## src/rtl/writeback_pkg.sv

```systemverilog
// Shared register indices, CPSR flag positions and the writeback queue entry layout.
package writeback_pkg;

  localparam logic [4:0] REG_SP   = 5'd13;
  localparam logic [4:0] REG_PC   = 5'd15;
  localparam logic [4:0] REG_CPSR = 5'd16;

  // NZCV occupies the top nibble of the CPSR.
  localparam int CPSR_N_BIT = 15;
  localparam int CPSR_Z_BIT = 14;
  localparam int CPSR_C_BIT = 13;
  localparam int CPSR_V_BIT = 12;

  localparam int RESULT_W = 16;
  localparam int NZCV_W   = 4;
  localparam int IDX_W    = 5;

  typedef struct packed {
    logic [RESULT_W-1:0] result;
    logic [NZCV_W-1:0]   nzcv;
    logic                flags_en;
    logic [IDX_W-1:0]    dst;
    logic                has_wb;
  } wb_entry_t;

endpackage

```

## src/rtl/wb_queue.sv

```systemverilog
// In-order FIFO of completed results; also exposes every entry in age order
// (index 0 = head) so the forwarding search can see all pending results.
module wb_queue
  import writeback_pkg::*;
#(
  parameter int DEPTH = 2
) (
  input  logic                  clk,
  input  logic                  reset,
  input  logic                  push,
  input  wb_entry_t             push_entry,
  input  logic                  pop,
  output logic                  full,
  output logic                  empty,
  output wb_entry_t [DEPTH-1:0] age_entries,
  output logic [DEPTH-1:0]      age_valid
);

  localparam int PTR_W = $clog2(DEPTH);
  localparam int CNT_W = PTR_W + 1;

  wb_entry_t          mem_reg [DEPTH];
  logic [PTR_W-1:0]   wr_ptr_reg;
  logic [PTR_W-1:0]   rd_ptr_reg;
  logic [CNT_W-1:0]   count_reg;
  logic               do_push;
  logic               do_pop;

  assign full    = (count_reg == CNT_W'(DEPTH));
  assign empty   = (count_reg == '0);
  assign do_push = push && !full;
  assign do_pop  = pop && !empty;

  always_ff @(posedge clk) begin
    if (do_push && !reset) begin
      mem_reg[wr_ptr_reg] <= push_entry;
    end
  end

  // DEPTH is a power of two, so pointer wrap is the natural overflow.
  always_ff @(posedge clk) begin
    if (reset) begin
      wr_ptr_reg <= '0;
      rd_ptr_reg <= '0;
      count_reg  <= '0;
    end else begin
      if (do_push) wr_ptr_reg <= wr_ptr_reg + 1'b1;
      if (do_pop)  rd_ptr_reg <= rd_ptr_reg + 1'b1;
      count_reg <= count_reg + CNT_W'(do_push) - CNT_W'(do_pop);
    end
  end

  generate
    for (genvar gi = 0; gi < DEPTH; gi++) begin : g_age
      logic [PTR_W-1:0] slot;
      assign slot            = rd_ptr_reg + PTR_W'(gi);
      assign age_entries[gi] = mem_reg[slot];
      assign age_valid[gi]   = (count_reg > CNT_W'(gi));
    end
  endgenerate

endmodule

```

## src/rtl/writeback.sv

```systemverilog
// Final pipeline stage: queues execute results, retires them in order to the
// shared register-file port or the CPSR, and forwards pending results.
module writeback
  import writeback_pkg::*;
#(
  parameter int DEPTH = 2
) (
  input  logic        clk,
  input  logic        reset,
  input  logic        ex_wb_valid,
  output logic        ex_wb_ready,
  input  logic [15:0] ex_wb_result,
  input  logic [3:0]  ex_wb_nzcv,
  input  logic        ex_wb_flags_en,
  input  logic [4:0]  ex_wb_reg_idx_dst,
  input  logic        ex_wb_has_writeback,
  output logic        rf_w_en,
  output logic [4:0]  rf_w_idx,
  output logic [15:0] rf_w_data,
  input  logic        rf_w_grant,
  output logic [15:0] cpsr,
  input  logic [4:0]  fwd_q_idx,
  output logic        fwd_hit,
  output logic [15:0] fwd_data,
  output logic        busy
);

  wb_entry_t             push_entry;
  wb_entry_t [DEPTH-1:0] age_entries;
  logic [DEPTH-1:0]      age_valid;
  wb_entry_t             head;
  logic                  full;
  logic                  empty;
  logic                  push;
  logic                  pop;
  logic                  head_is_rf;
  logic                  head_is_cpsr;
  logic [15:0]           cpsr_reg;

  assign push_entry = '{result:   ex_wb_result,
                        nzcv:     ex_wb_nzcv,
                        flags_en: ex_wb_flags_en,
                        dst:      ex_wb_reg_idx_dst,
                        has_wb:   ex_wb_has_writeback};

  assign ex_wb_ready = !full;
  assign push        = ex_wb_valid && !full;
  assign busy        = !empty;

  wb_queue #(.DEPTH(DEPTH)) u_queue (
    .clk         (clk),
    .reset       (reset),
    .push        (push),
    .push_entry  (push_entry),
    .pop         (pop),
    .full        (full),
    .empty       (empty),
    .age_entries (age_entries),
    .age_valid   (age_valid)
  );

  assign head         = age_entries[0];
  assign head_is_rf   = !empty && head.has_wb && (head.dst != REG_CPSR);
  assign head_is_cpsr = !empty && head.has_wb && (head.dst == REG_CPSR);

  // Only RF-writes wait for the shared port; everything else retires at once.
  assign pop       = !empty && (head_is_rf ? rf_w_grant : 1'b1);
  assign rf_w_en   = head_is_rf;
  assign rf_w_idx  = head_is_rf ? head.dst : 5'd0;
  assign rf_w_data = head_is_rf ? head.result : 16'd0;

  always_ff @(posedge clk) begin
    if (reset) begin
      cpsr_reg <= '0;
    end else if (pop) begin
      if (head_is_cpsr) begin
        cpsr_reg <= head.result;
      end else if (head.flags_en) begin
        cpsr_reg[CPSR_N_BIT:CPSR_V_BIT] <= head.nzcv;
      end
    end
  end

  assign cpsr = cpsr_reg;

  // Scan oldest to youngest so the youngest match overwrites earlier ones.
  always_comb begin
    fwd_hit  = 1'b0;
    fwd_data = 16'd0;
    for (int i = 0; i < DEPTH; i++) begin
      if (age_valid[i] && age_entries[i].has_wb && age_entries[i].dst == fwd_q_idx) begin
        fwd_hit  = 1'b1;
        fwd_data = age_entries[i].result;
      end
    end
  end

endmodule

```

## config.mk

```make
export PLATFORM = sky130hd
export DESIGN_NAME = writeback
export DESIGN_NICKNAME = d
export VERILOG_FILES = /design/src/rtl/writeback_pkg.sv /design/src/rtl/wb_queue.sv /design/src/rtl/writeback.sv
export SDC_FILE = /design/constraint.sdc
export NUM_CORES = 1
export LEC_CHECK = 0
export ABC_CLOCK_PERIOD_IN_PS = 4000
export CAP_MARGIN = 15
export CELL_PAD_IN_SITES_DETAIL_PLACEMENT = 1
export CELL_PAD_IN_SITES_GLOBAL_PLACEMENT = 2
export CORE_UTILIZATION = 31
export DETAILED_ROUTE_END_ITERATION = 12
export PLACE_DENSITY = 0.81
export SLEW_MARGIN = 20
export SYNTH_ARGS = -nofsm -noshare
export SYNTH_HDL_FRONTEND = slang
export SYNTH_SLANG_ARGS = --single-unit
```

## constraint.sdc

```tcl
create_clock -name clk -period 4 [get_ports clk]
set_input_delay 0.4 -clock clk [delete_from_list [all_inputs] [get_ports clk]]
set_output_delay 0.4 -clock clk [all_outputs]
set_load 0.02 [all_outputs]
```

==> Yosys cells after proc, flatten, opt, wreduce, memory -nomap -nowiden <==
Memory sizes are Yosys's and may differ from the RTL's. A register that Yosys moved wholly into a read port is not among the register bits.
Index checks and enable logic that the tools add are counted.
W data, S select, Z words.
{ "word_totals": {"mem_count": 1, "out_inout_bits": 57, "ram_bits": 54, "wordCells": 49, "input_bits": 36, "register_bits": 20} }
{ "memory_table": {"columns": ["memory", "depth", "width", "rd", "rd_ports_with_merged_regs", "wr", "line", "text"], "rows": [
  ["u_queue.mem_reg", 2, 27, 2, 1, 1, "wb_queue.sv:22", "wb_entry_t mem_reg [DEPTH];"]
]} }
{ "classes": {"magnitude_cmp": 2, "n_eq_ne": 5, "n_mux": 13, "reduce_logical": 19, "add_sub_neg": 4} }
{ "ops": {"columns": ["operator", "count"], "rows": [
  ["$mux W16", 3],
  ["$logic_and A1 B1 Y1", 12],
  ["$eq A5 B5 Y1", 2],
  ["$mux W4", 2],
  ["$mux W1", 7],
  ["$eq A5 B5 Y1 const B", 1],
  ["$mux W5", 1],
  ["$ne A5 B5 Y1 const B", 1],
  ["$gt A2 B1 Y1 const B", 2],
  ["$reduce_and A2 Y1", 2],
  ["$logic_not A1 Y1", 3],
  ["$add A1 B1 Y1 const B", 2],
  ["$add A2 B1 Y2", 1],
  ["$eq A2 B2 Y1 const B", 1],
  ["$logic_not A2 Y1", 1],
  ["$reduce_bool A2 Y1", 1],
  ["$sub A2 B1 Y2", 1]
]} }

==> Longest topological paths before layout <==
Gate-level depths: netlist (run 1).
{ "logic_depth": {"ltp_word": 9, "mapped_depth": 12, "mapped_depth_nobuf": 10} }

==> Hierarchy <==
Synthesis (run 1) repeated with hierarchy kept, for this count alone.
{ "unflattened": {"hier_cells": 317, "hier_area_um2": 3871.2} }
{ "modules_own_cells": {"columns": ["mod", "cells_per_inst", "n_inst", "seq_area_each_um2", "area_each_um2"], "rows": [
  ["wb_queue", 141, 1, 1721.7, 2560.0],
  ["writeback", 176, 1, 320.3, 1311.3]
]} }

==> Least setup slack after synthesis (run 1) <==
Ideal clock, no wire load.
{ "synth_path": {"path_type": "flip-flop to flip-flop", "start": "reg u_queue.count_reg[0]", "end": "mem u_queue.mem_reg[1][0] (netlist name) (enable)", "setup_slack_ns": 0.800, "t_required_ns": 3.549, "n_path_buf": 0, "path_stages_with_launch": 5, "arrival_time_ns": 2.749, "setup_time_ns": 0.451, "period_less_slack_ns": 3.200, "path_cell_list": "dfxtp_1 -> inv_1 -> nand2_1 -> nand2_1 -> nor3b_1"} }
{ "synth_between": {"elab_chain_cells": 7} }
{ "synth_rtl": {"columns": ["item", "line", "text"], "rows": [
  ["start: declaration", "wb_queue.sv:25", "logic [CNT_W-1:0] count_reg;"],
  ["start signal: assignment", "wb_queue.sv:49", "count_reg <= count_reg + CNT_W'(do_push) - CNT_W'(do_pop);"],
  ["$eq A2 B2 Y1 (*)", "wb_queue.sv:29", "assign full = (count_reg == CNT_W'(DEPTH));"],
  ["$logic_not A1 Y1 (*)", null, null],
  ["via ex_wb_ready", "writeback.sv:11", "output logic ex_wb_ready,"],
  ["$logic_and A1 B1 Y1", "writeback.sv:47", "assign push = ex_wb_valid && !full;"],
  ["$logic_and A1 B1 Y1 (*)", "wb_queue.sv:31", "assign do_push = push && !full;"],
  ["$logic_and A1 B1 Y1 (*)", "wb_queue.sv:35", "if (do_push && !reset) begin"],
  ["$mux W1 (*)", "wb_queue.sv:35", null],
  ["$mux W1 (not written as such) (*)", "wb_queue.sv:36", "mem_reg[wr_ptr_reg] <= push_entry;"],
  ["end: declaration", "wb_queue.sv:22", null]
]} }
The timed path passes the listed nets; every way through them passes the cells marked *.

==> Worst setup path in the final report (run 1) <==
{ "layout_path": {"start": "reg u_queue.rd_ptr_reg", "end": "out fwd_data[0]"} }
{ "layout_between": {"elab_chain_cells": 5, "word_cells_on_any_way": 6, "cone_classes": "add/sub: 1; eq/ne: 1; mux: 1; reduce/logical: 2; memory: 1"} }
{ "layout_rtl": {"columns": ["item", "line", "text"], "rows": [
  ["start: declaration", "wb_queue.sv:24", "logic [PTR_W-1:0] rd_ptr_reg;"],
  ["start signal: assignment", "wb_queue.sv:48", "if (do_pop) rd_ptr_reg <= rd_ptr_reg + 1'b1;"],
  ["$add A1 B1 Y1 (*)", "wb_queue.sv:56", "assign slot = rd_ptr_reg + PTR_W'(gi);"],
  ["$mem_v2 Z2 W27 (*)", null, null],
  ["$eq A5 B5 Y1 / $logic_and A1 B1 Y1 (equally long branches)", "writeback.sv:91", "if (age_valid[i] && age_entries[i].has_wb && age_entries[i].dst == fwd_q_idx) begin"],
  ["$logic_and A1 B1 Y1", "writeback.sv:91", null],
  ["$mux W16 (*)", "writeback.sv:91", null],
  ["end: declaration", "writeback.sv:24", "output logic [15:0] fwd_data,"]
]} }
Mark *: on every way between the ends. The rest lies on a longest branch, timed or not.

==> impl_metrics.tcl, run 1 <==
set metrics [dict create \
    clock_path_buffers 2 \
    grt.total_usage_pct 16.32 \
    yosys-top-cells-area "edfxtp_1 48%, dfxtp_1 13%, mux2i_1 13%" \
    r2r-end "u_queue.count_reg[1]$_SDFF_PP0_" \
    skew_ns 0.01190 \
    required_ns 3.60 \
    yosys_warnings 0 \
    vias 2345 \
    dr.pass1.iters 4 \
    rows 37 \
    clk_pin_slew_ns 0.07 \
    fp.dieW_um 105.9 \
    grt_pass1_wl_um 13710 \
    min_period_over_period_pct 95.08 \
    drt-wirelength-per-cell_um 17.84 \
    rsz0062_at_grt "false" \
    synth_top_family_by_area "multiplexers" \
    crit_type "reg2out" \
    gp_congestion 0.7366 \
    min_from "cpsr[0]$_SDFFE_PP0P_" \
    synthAdderAreaFrac_pct 0.7471 \
    setup_violations 0 \
    cts_resized 0 \
    comb_power_share_pct 34.5 \
    synth-compound-area-share_pct 9.077 \
    drtIter0Drc 66 \
    power_density_nw_per_um2 517.4 \
    synth_area_um2 3349 \
    utilization_pct 44.12 \
    drv_slew 0 \
    worst_slew_pin_slew_ns 0.9843 \
    min_to "cpsr[0]$_SDFFE_PP0P_" \
    yosysTopAreaCellShare_pct 48.41 \
    outcome "complete, no violations" \
    cap_violations 0 \
    syn_nets 293 \
    holdBufCountCts 0 \
    critPathLaunchType "register" \
    start_util_pct 32.16 \
    port_buffers 92 \
    pwr-share-seq_pct 41.4 \
    leakagePower_nw 1.537 \
    grt_remaining_overflow 0 \
    synthSimpleGateAreaFrac_pct 8.517 \
    drc 0 \
    critPathLaunch "u_queue.rd_ptr_reg$_SDFFE_PP0P_" \
    dp_hpwl_um 6357 \
    cts_tree "done" \
    relSlewSlack_pct 34.18 \
    cts_sinks 75 \
    synthMuxAreaShare_pct 13.22 \
    grt_pass1_vias 2487 \
    cp-end-kind "output pin" \
    cts_setup_buffers 0 \
    fin_nets 387 \
    clkPwrFrac_pct 24.1 \
    vias_per_cell 4.786 \
    fp.dieArea_um2 11220 \
    p_int_w 0.001579 \
    clock_latency_ns 0.34 \
    period_minus_slack_ns 3.803 \
    vdd_drop_max_mv 0.2258 \
    avgSynthCellArea_um2 13.14 \
    netSwitchingFraction_pct 33.59 \
    grt_max_degree 28 \
    power.total_w 0.002378 \
    largest_reg_flops 54 \
    ys.flop_type "edfxtp_1" \
    yosys.area.top_type "edfxtp_1" \
    area_growth_pct 37.21 \
    rr_worst_depth 10 \
    diodes 0 \
    cts_buffers 9 \
    p_sw_w 0.0007987 \
    ys_types 37 \
    timing.fmax_ghz 0.2630 \
    synth_cells 255 \
    drive_above_1_share_pct 9.887 \
    drt_wl_total_um 8740 \
    arrival_ns 3.40 \
    synth-async-reset-ratio_pct 0 \
    ant_nets 0 \
    ys_top_cells_by_count "54 x edfxtp_1, 44 x nor2_1, 42 x mux2i_1" \
    synth_xor_xnor_area_share_pct 3.661 \
    holdPathStages 2 \
    synth.ff_latch_count 75 \
    cts-root-buf "clkbuf_8" \
    timing_hold_violations_final 0 \
    htree_levels 3 \
    cp_max_fo 12 \
    grt_antenna_before_repair 0 \
    die_h_um 105.9 \
    io_pins 93 \
    synth-edff-count 54 \
    ys_seq_area_share_pct 60.96 \
    fillCellCount 1116 \
    coreArea_um2 10420 \
    yosysMostFrequentCell "edfxtp_1" \
    reg2reg_slack_ns 1.00 \
    hp-class "reg2reg" \
    fin_tns_setup_ns 0 \
]
worst max-delay path: stages, from the launching register on:
cell             delay (ns)
dfxtp_1                0.60
buf_4                  0.25
mux2i_1                0.23
xnor2_1                0.14
nor2_1                 0.10
a211o_4                0.38
o22ai_2                0.47
a22o_2                 0.28
clkdlybuf4s50_1        0.60
placed cells by master (no fill, tap or decap), drive strengths merged, types with 2 or more instances in the layout:
cell           count
edfxtp            54
nor2b              2
dfxtp             21
clkinv             5
a22o              12
mux2               2
inv                6
xor2               7
o22ai              6
ha                 2
o21a               2
a211oi            12
clkdlybuf4s50     92
buf                6
nor2              44
clkbuf            10
nor3b              2
nor4               2
xnor2              7
mux2i             42
o21ai              3
nand2              6
power by group through the flow:
stage | combinational, W | sequential [W] | clock (W)
after floorplan | 0.000541 | 0.000983 | 0
after global placement | 0.000809 | 0.000999 | 0
after detailed placement | 0.000828 | 0.00100 | 0
after CTS | 0.000832 | 0.000985 | 0.000592
after global routing | 0.000890 | 0.000996 | 0.000620
final | 0.000821 | 0.000985 | 0.000572
logic make-up (layout without fill, tap and decap cells):
| family | after synthesis | after routing |
|---|---|---|
| flops | 75 | 75 |
| buf+inv | 21 | 120 |
| mux | 44 | 44 |
| fa+ha+maj | 2 | 2 |
| simple gates | 62 | 62 |
| compound gates | 37 | 37 |
| xor+xnor | 14 | 14 |
metal layers:
| metal | share of wire [%] | vias up | track usage, % |
|---|---|---|---|
| li1 | - | 1128 | - |
| met1 | 46 | 1159 | 21.91 |
| met2 | 48 | 54 | 25.91 |
| met3 | 4.2 | 4 | 3.801 |
| met4 | 0.84 | 0 | 5.556 |
| met5 | 0 | - | 0 |
area by class of cell:
class	instances	area [µm²]	area share, %
clock inverter	6	66.31	1.443
inverter	6	22.52	0.4901
tap	136	170.2	3.703
timing repair buffer	98	965.9	21.02
multi-input combinational	159	1200	26.11
sequential	75	2043	44.46
clock buffer	10	127.6	2.777
how the worst max path moves through the flow:
stage | to | slack [ns] | cells past startpoint
floorplan | u_queue.mem_reg[1][0]$_DFFE_PP_ | 0.80 | 4
global placement | fwd_data[0] | 0.60 | 7
detailed placement | fwd_data[1] | 0.55 | 7
CTS | fwd_data[6] | 0.18 | 8
global route | fwd_data[0] | 0.006 | 8
finish | fwd_data[0] | 0.20 | 8
through the flow:
| stage | hold slack, ns | cells | setup WS, ns | cell area (µm²) |
|---|---|---|---|---|
| global placement | 0.4922 | 474 | 0.6041 | 4394 |
| finish | 0.5109 | 490 | 0.1970 | 4596 |
| floorplan | 0.4716 | 255 | 0.8001 | 3349 |
| CTS | 0.5096 | 490 | 0.1781 | 4588 |
| global route | 0.5406 | 490 | 0.005686 | 4596 |
| detailed placement | 0.4983 | 474 | 0.5489 | 4394 |
Note: power is estimated with default switching activity, not from simulation.
==> run 2: changes to the inputs <==
==> constraint.sdc (replaced) <==
create_clock -name clk -period 4 [get_ports clk]
set_input_delay 0.4 -clock clk [delete_from_list [all_inputs] [get_ports clk]]
set_output_delay 0.4 -clock clk [all_outputs]
set_load 0.005 [all_outputs]
==> run 2 against run 1 <==
Effect of this change: combinational power is 13% lower; final cell count down 0.20%; cell area down 0.27%; die area stayed put; fmax up 4.4%; non-clock buffer count down 1; utilization shrank 0.12 points; highest routed layer unchanged.
==> impl_metrics.tcl, run 2 (synthesis gave the netlist of run 1 again) <==
set metrics [dict create \
    rsz0062_at_grt "false" \
    cts_tree "done" \
    layout_setup_ws_ns 0.3590 \
    layout.cells.non_filler 489 \
    setup_violations 0 \
    grt_remaining_overflow 0 \
    min_from "cpsr[0]$_SDFFE_PP0P_" \
    place_inst 473 \
    min_to "cpsr[0]$_SDFFE_PP0P_" \
    critical_path.max_stage_delay_ns 0.57 \
    ant_nets 0 \
    gp_congestion 0.7237 \
    crit_slowest_cell "dfxtp_2" \
    cts_setup_buffers 0 \
    clk_pin_slew_ns 0.07 \
    drt-wirelength-per-cell_um 18.08 \
    dp_slack_ns 0.4860 \
    cts_sinks 75 \
    grt_antenna_before_repair 0 \
    vdd_drop_max_mv 0.2018 \
    cap_violations 0 \
    drive_above_1_share_pct 9.632 \
    clock_latency_ns 0.34 \
    timing.fmax_ghz 0.2746 \
    outcome "complete, no violations" \
    leakagePower_nw 1.523 \
    fp.dieArea_um2 11220 \
    crit_type "reg2out" \
    drtIter0Drc 119 \
    drc 0 \
    power_density_nw_per_um2 498.3 \
    fin_tns_setup_ns 0 \
    cts-root-buf "clkbuf_8" \
    reg2reg_slack_ns 1.40 \
    holdBufCountCts 0 \
    rows 37 \
    dr.pass1.iters 4 \
    min_period_over_period_pct 91.03 \
    grt_max_degree 30 \
    crit_path_cell_trace "mux2i_1 > xnor2_1 > nor4_4 > nand2_2 > o22ai_2 > a22o_2 > clkdlybuf4s50_1" \
    area_growth_pct 36.83 \
    critPathLaunchType "register" \
    skew_ns 0.01878 \
    required_ns 3.60 \
    arrival_ns 3.24 \
    die_h_um 105.9 \
    htree_levels 3 \
    final_cell_mix "92 x clkdlybuf4s50_1, 54 x edfxtp_1, 43 x nor2_1" \
    hp-class "reg2reg" \
    mostFrequentLayoutCell "clkdlybuf4s50_1" \
    port_buffers 92 \
    cts_buffers 9 \
    period_minus_slack_ns 3.641 \
    largest_reg_flops 54 \
    grt_pass1_vias 2459 \
    holdPathStages 2 \
    timing_hold_violations_final 0 \
    cp-end-kind "output pin" \
    r2r-end "u_queue.count_reg[1]$_SDFF_PP0_" \
    grt_pass1_wl_um 13550 \
    io_pins 93 \
    dp_hpwl_um 6398 \
    drv_slew 0 \
    relSlewSlack_pct 33.07 \
    worst_slew_pin_slew_ns 1.001 \
    clock_path_buffers 2 \
    fin_nets 386 \
    cp_max_fo 13 \
    rr_worst_depth 10 \
    cts_resized 0 \
    vias_per_cell 4.773 \
    fp.dieW_um 105.9 \
    drt_wl_total_um 8839 \
    grt.total_usage_pct 16.14 \
    vias 2334 \
    start_util_pct 32.16 \
    coreArea_um2 10420 \
    diodes 0 \
]
## run 2: routing by layer
layer | track usage, % | vias to the layer above | routed length (µm)
met5 | 0 | - | 0
met4 | 4.464 | 0 | 68
met3 | 3.556 | 5 | 327
met2 | 26.00 | 52 | 4311
li1 | - | 1121 | -
met1 | 21.86 | 1156 | 4132
## run 2: critical path: cells and delay by family (launching register included)
family / cells / cell delay, ns
compound gates: 2 / 0.84
flops: 1 / 0.57
simple gates: 2 / 0.56
buf+inv: 1 / 0.51
mux: 1 / 0.29
xor+xnor: 1 / 0.14
## run 2: how the worst max path moves through the flow
stage,slack (ns),end,cells past startpoint,startpoint
4_1_cts,0.1,fwd_data[11],7,u_queue.rd_ptr_reg$_SDFFE_PP0P_
3_3_place_gp,0.64,fwd_data[1],7,u_queue.rd_ptr_reg$_SDFFE_PP0P_
6_report,0.36,fwd_data[0],7,u_queue.rd_ptr_reg$_SDFFE_PP0P_
2_1_floorplan,0.94,u_queue.mem_reg[1][0]$_DFFE_PP_,4,u_queue.count_reg[0]$_SDFF_PP0_
5_1_grt,0.16,fwd_data[11],7,u_queue.rd_ptr_reg$_SDFFE_PP0P_
3_5_place_dp,0.49,fwd_data[0],7,u_queue.rd_ptr_reg$_SDFFE_PP0P_
## run 2: final cells by class
cell class | count | area, µm²
Inverter | 6 | 22.52
Clock inverter | 5 | 53.80
Sequential cell | 75 | 2044
Multi-Input combinational cell | 159 | 1192
Tap cell | 136 | 170.2
Fill cell | 1109 | 5833
Clock buffer | 11 | 141.4
Timing Repair Buffer | 97 | 958.4
## run 2: per-stage QoR
stage | util (%) | power [W] | instance area [µm²] | hold slack (ns)
floorplan | - | 0.001428 | 3349 | 0.4716
global placement | 42.11 | 0.001711 | 4387 | 0.4944
detailed placement | 42.11 | 0.001731 | 4387 | 0.4959
CTS | 43.99 | 0.002313 | 4582 | 0.5051
global route | 44.00 | 0.002410 | 4583 | 0.5431
finish | 44.00 | 0.002284 | 4583 | 0.5009
## run 2: power by group
part,switching [W],internal (W),total [W]
Clock,0.000276,0.000303,0.000579
Combinational,0.000343,0.000368,0.000711
Sequential,0.0000753,0.000919,0.000994
Total,0.000695,0.00159,0.00228
